[config.mk]
export PLATFORM = sky130hd
export DESIGN_NAME = kc_ifetch_buf
export DESIGN_NICKNAME = d
export VERILOG_FILES = /design/src/rtl/kc_ifetch_pkg.sv /design/src/rtl/kc_ifetch_entry.sv /design/src/rtl/kc_ifetch_buf.sv
export SDC_FILE = /design/constraint.sdc
export NUM_CORES = 1
export LEC_CHECK = 0
export CAP_MARGIN = 25
export CORE_MARGIN = 2
export CORE_UTILIZATION = 40
export DETAILED_ROUTE_END_ITERATION = 16
export PLACE_DENSITY = 0.64
export SYNTH_ARGS = -nofsm -noshare
export SYNTH_HDL_FRONTEND = slang
export SYNTH_SLANG_ARGS = --single-unit
[constraint.sdc]
create_clock -name clk -period 14.5 [get_ports clk]
set_input_delay 4.35 -clock clk [delete_from_list [all_inputs] [get_ports clk]]
set_output_delay 4.35 -clock clk [all_outputs]
set_load 0.01 [all_outputs]
[src/rtl/kc_ifetch_pkg.sv]
// kc_ifetch_pkg: shared types and helpers for the KC-LS1u+ instruction fetch buffer
package kc_ifetch_pkg;
    typedef enum logic [1:0] {IDLE = 2'd0, BYTE0 = 2'd1, BYTE1 = 2'd2} state_t;
    localparam int ENTRIES = 2;
    function automatic logic byte_sel(input logic hi_first, input logic second);
        return hi_first ^ second;
    endfunction
endpackage

[src/rtl/kc_ifetch_entry.sv]
// kc_ifetch_entry: one tagged 16-bit instruction buffer entry with byte writes and hit compare
//   clk, rst      clock, async active-high reset
//   i_iaddr       address compared against the tag for o_hit
//   i_clr, i_set  clear / set valid (clear wins); i_set also loads i_tag
//   i_bwe, i_wbyte byte write-enables {hi, lo} and the byte written
//   o_data, o_tag, o_valid, o_hit  entry contents and hit flag
module kc_ifetch_entry #(
    parameter int AW = 24
) (
    input  logic          clk,
    input  logic          rst,
    input  logic [AW-1:0] i_iaddr,
    input  logic          i_clr,
    input  logic          i_set,
    input  logic [1:0]    i_bwe,
    input  logic [7:0]    i_wbyte,
    input  logic [AW-1:0] i_tag,
    output logic [15:0]   o_data,
    output logic [AW-1:0] o_tag,
    output logic          o_valid,
    output logic          o_hit
);
    logic [15:0]   r_data;
    logic [AW-1:0] r_tag;
    logic          r_valid;

    always_ff @(posedge clk or posedge rst) begin
        if (rst) begin
            r_data  <= '0;
            r_tag   <= '0;
            r_valid <= 1'b0;
        end else begin
            r_valid <= i_clr ? 1'b0 : (i_set ? 1'b1 : r_valid);
            if (i_set) r_tag <= i_tag;
            if (i_bwe[0]) r_data[7:0] <= i_wbyte;
            if (i_bwe[1]) r_data[15:8] <= i_wbyte;
        end
    end

    assign o_data  = r_data;
    assign o_tag   = r_tag;
    assign o_valid = r_valid;
    assign o_hit   = r_valid && (r_tag == i_iaddr);
endmodule

[src/rtl/kc_ifetch_buf.sv]
// kc_ifetch_buf: 2-entry tagged instruction buffer with next-word prefetch over a byte req/ack bus
//   clk, rst          clock, async active-high reset
//   iaddr, inv        core PC, invalidate-all pulse
//   instr, wait_o     instruction for iaddr (0 on miss), core WAIT
//   m_addr, m_req     registered byte address and read request
//   m_ack, m_rdata    memory completion and read byte
module kc_ifetch_buf
    import kc_ifetch_pkg::*;
#(
    parameter int AW       = 24,
    parameter bit HI_FIRST = 1'b0
) (
    input  logic          clk,
    input  logic          rst,
    input  logic [AW-1:0] iaddr,
    input  logic          inv,
    output logic [15:0]   instr,
    output logic          wait_o,
    output logic [AW:0]   m_addr,
    output logic          m_req,
    input  logic          m_ack,
    input  logic [7:0]    m_rdata
);
    state_t        r_state;
    logic [AW-1:0] r_target;
    logic          r_victim;
    logic          r_kill;

    logic [ENTRIES-1:0] w_hit;
    logic [ENTRIES-1:0] w_valid;
    logic [15:0]        w_data [ENTRIES];
    logic [AW-1:0]      w_tag  [ENTRIES];
    logic [AW-1:0]      w_nxt;
    logic [AW-1:0]      w_tgt;
    logic               w_nxt_in;
    logic               w_start;
    logic               w_vict;
    logic               w_ack;
    logic               w_fill;
    logic               w_half;
    logic [1:0]         w_bwe;

    assign w_nxt    = iaddr + 1'b1;
    assign w_nxt_in = (w_valid[0] && w_tag[0] == w_nxt) || (w_valid[1] && w_tag[1] == w_nxt);
    assign w_start  = (r_state == IDLE) && (!(|w_hit) || !w_nxt_in);
    assign w_tgt    = (|w_hit) ? w_nxt : iaddr;
    // A demand miss evicts e0; a prefetch evicts whichever entry iaddr is not hitting.
    assign w_vict   = w_hit[0];
    assign w_ack    = m_ack && (r_state != IDLE);
    // A fetch overlapped by inv still finishes its handshakes but never becomes valid.
    assign w_fill   = m_ack && (r_state == BYTE1) && !inv && !r_kill;
    assign w_half   = byte_sel(HI_FIRST, r_state == BYTE1);
    assign w_bwe    = w_ack ? (w_half ? 2'b10 : 2'b01) : 2'b00;

    for (genvar i = 0; i < ENTRIES; i++) begin : g_ent
        kc_ifetch_entry #(.AW(AW)) u_ent (
            .clk     (clk),
            .rst     (rst),
            .i_iaddr (iaddr),
            .i_clr   (inv || (w_start && w_vict == 1'(i))),
            .i_set   (w_fill && r_victim == 1'(i)),
            .i_bwe   ((r_victim == 1'(i)) ? w_bwe : 2'b00),
            .i_wbyte (m_rdata),
            .i_tag   (r_target),
            .o_data  (w_data[i]),
            .o_tag   (w_tag[i]),
            .o_valid (w_valid[i]),
            .o_hit   (w_hit[i])
        );
    end

    assign instr  = w_hit[0] ? w_data[0] : (w_hit[1] ? w_data[1] : 16'h0000);
    assign wait_o = !(|w_hit);

    always_ff @(posedge clk or posedge rst) begin
        if (rst) begin
            r_state  <= IDLE;
            r_target <= '0;
            r_victim <= 1'b0;
            r_kill   <= 1'b0;
            m_req    <= 1'b0;
            m_addr   <= '0;
        end else begin
            case (r_state)
                IDLE: if (w_start) begin
                    r_state  <= BYTE0;
                    r_target <= w_tgt;
                    r_victim <= w_vict;
                    r_kill   <= 1'b0;
                    m_req    <= 1'b1;
                    m_addr   <= {w_tgt, byte_sel(HI_FIRST, 1'b0)};
                end
                BYTE0: begin
                    r_kill <= r_kill | inv;
                    if (m_ack) begin
                        r_state <= BYTE1;
                        m_addr  <= {r_target, byte_sel(HI_FIRST, 1'b1)};
                    end
                end
                BYTE1: begin
                    r_kill <= r_kill | inv;
                    if (m_ack) begin
                        r_state <= IDLE;
                        m_req   <= 1'b0;
                    end
                end
                default: r_state <= IDLE;
            endcase
        end
    end
endmodule

==> out/metrics.cfg <==
[layout]
mostFrequentLayoutCell = dfrtp_1
fillCellCount = 1814
drive_gt1_share_pct = 20.0
layout.cells.non_filler = 1092
antenna_cells = 0
design_area_um2 = 9650
mostFrequentLayoutCells = dfrtp_1 (136), mux2_2 (101), clkdlybuf4s50_1 (78), xnor2_1 (57), nand2_1 (44)
final_net_count = 854
syn2layout_area_growth_pct = 20.1

[floorplanning]
initial_utilization_pct = 41.0
die_x_um = 146
row_count = 51
dieArea_um2 = 21200
pin_count = 79
core_area_um2 = 19600
die_h_um = 146

[yosys]
synth_cell_types = 62
netlist_instances = 761
synth.yosys.seq_area_share_pct = 42.4
ys_ff_latch = 136
avgSynthCellArea_um2 = 10.6
async_reset_ff_share_pct = 100
synth_area_um2 = 8030
ys.flop_type = dfrtp_1
synth_edf_count = 0
syn_nets = 801
ys_warn_count = 0

[worst_setup_path]
path_class = input pin to primary output
cp.required_ns = 10.15
worst_ep_arrival_time_ns = 7.40
worstSetupEndpointType = primary output
startpoint_type = input pin
critical_path.max_fanout = 20

[sta]
worstMarginPinSlew_ns = 1.04
post-route-period-util_pct = 81.0
hold_viol = 0
rsz0062_at_grt = no
fmax_mhz = 85.1
slew_viol_final = 0
slew_headroom_pct = 30.8
finalSetupViolCount = 0
finClkSkew_ns = 0.0157
whs_ns = 0.488
tns_ns = 0
finalCriticalPeriod_ns = 11.75

[flow_run]
cap_violations = 0

[detailed_routing]
vias = 6237
antenna_left = 0
wirelength_um = 22200
vias_per_cell = 5.71
dr.pass1.iters = 5
drt_iter0_markers = 457
drc = 0
wire_per_inst_um = 20.4

[cts]
htree_levels = 4
cts.path.max_buffers = 2
ctsResizeCount = 0
cts_hold_buf = 0
post_cts_buffers = 0
cts_tree = done
cts_buffers = 17
clk_pin_slew_ns = 0.07
clock_latency_ns = 0.44
cts_sinks = 136
cts.root.buffer_cell = clkbuf_16

[run_status]
status = finished clean

[placement]
place_hpwl_um = 15800
place_area_um2 = 9010
io_buffers = 78
placed_cells = 1059
gp_congestion = 0.994

[global_route]
grt_pass1_vias = 6319
antenna_found_initial = 0
grt_overflow = 0
grt.total_usage_pct = 21.4
grt_pass1_wl_um = 35400
grt_max_degree = 87

[hold_path]
hp-class = register to register

[pwr]
p_leak_nw = 3.91
ir_worst_vdd_v = 0.0000882
powerDensity_nw_per_um2 = 176
p_total_mw = 1.69

[logic make-up (layout without fill, tap and decap cells)]
logic type	count (synthesis)	after routing	synth area share [%]
AND/OR/NAND/NOR	202	202	14.0
flip-flops	136	136	42.4
multiplexers	126	126	17.5
AO/OA/AOI/OAI	115	115	10.4
XOR/XNOR	99	99	11.0
buffers and inverters	79	145	4.19
adder cells (fa/ha/maj)	4	4	0.623
[metal layers]
metal | global-route usage (%) | share of wire, %
met5 | 0 | 0
met3 | 5.14 | 5.5
met2 | 33.3 | 46
met4 | 7.50 | 2.3
met1 | 29.3 | 46
[cells in the mapped netlist (all sizes together) (3+ instances only)]
cell type | instances | share of area (%)
a32oi | 3 | 0.33
o21a | 3 | 0.28
xnor2 | 57 | 6.2
o311ai | 3 | 0.33
and4 | 6 | 0.65
nand2 | 44 | 2.1
a31oi | 18 | 1.4
inv | 25 | 1.2
dfrtp | 136 | 42
and3 | 6 | 0.47
buf | 15 | 1.2
nand3 | 15 | 0.93
o21ai | 25 | 1.6
nor4b | 4 | 0.51
nor4 | 21 | 1.8
nor2b | 4 | 0.31
a211oi | 4 | 0.37
nand2b | 4 | 0.31
a22o | 16 | 1.7
or4 | 4 | 0.37
nand4 | 24 | 1.9
o211ai | 4 | 0.37
a21oi | 18 | 1.5
nand4b | 4 | 0.44
ha | 4 | 0.62
mux2i | 20 | 2.5
or3 | 6 | 0.47
nor2 | 28 | 1.3
mux2 | 106 | 15
nor3 | 24 | 1.6
clkbuf | 39 | 1.8
xor2 | 41 | 4.5
[registers in the layout, summed over array words and instances, names as in the netlist]
signal / flops
m_req: 1
m_addr: 25
r_kill: 1
g_ent.u_ent.o_data: 32
g_ent.u_ent.o_valid: 2
r_state: 2
r_victim: 1
r_target: 24
g_ent.u_ent.o_tag: 48
[path summary, 6_finish.rpt]
check	start	end	slack (ns)	cells after the start
max	iaddr[12]	instr[14]	2.75	10
min	m_addr[5]$_DFFE_PP0P_	m_addr[5]$_DFFE_PP0P_	0.49	1
max reg2reg	g_ent[0].u_ent.o_tag[3]$_DFFE_PP0P_	m_req$_DFFE_PP0P_	10.16	8
min reg2reg	m_addr[5]$_DFFE_PP0P_	m_addr[5]$_DFFE_PP0P_	0.49	1
max in group asynchronous	rst	g_ent[0].u_ent.o_tag[3]$_DFFE_PP0P_	8.91	3
min in group asynchronous	rst	m_addr[21]$_DFFE_PP0P_	4.43	2
[cell type report]
type                            count  area (um2)  area share (%)
Clock buffer                       17         425            4.41
Inverter                           25        98.8            1.02
Timing Repair Buffer               88         863            8.95
Clock inverter                     15         199            2.06
Tap cell                          265         332            3.44
Sequential cell                   136        3400            35.3
Multi-Input combinational cell    546        4330            44.8
[worst max-delay path, cell delays in order]
cell	delay (ns)
clkdlybuf4s50_1	0.72
xnor2_1	0.52
and4_1	0.25
nand3_1	0.10
nor4_2	0.22
buf_4	0.30
nor2_1	0.09
buf_6	0.16
a22o_1	0.20
clkdlybuf4s50_1	0.47
[per-stage QoR]
stage          util (%)  worst slack [ns]
4_1_cts            49.2              2.78
2_1_floorplan         -              3.94
6_report           49.2              2.75
3_5_place_dp       46.0              2.81
3_3_place_gp       45.9              2.45
5_1_grt            49.2              2.59
[where the power goes]
| part | internal [mW] | total [mW] | switching [mW] |
|---|---|---|---|
| logic | 0.314 | 0.636 | 0.323 |
| clock network | 0.235 | 0.443 | 0.208 |
| registers | 0.515 | 0.615 | 0.100 |
Note: power is estimated with default switching activity, not from simulation.
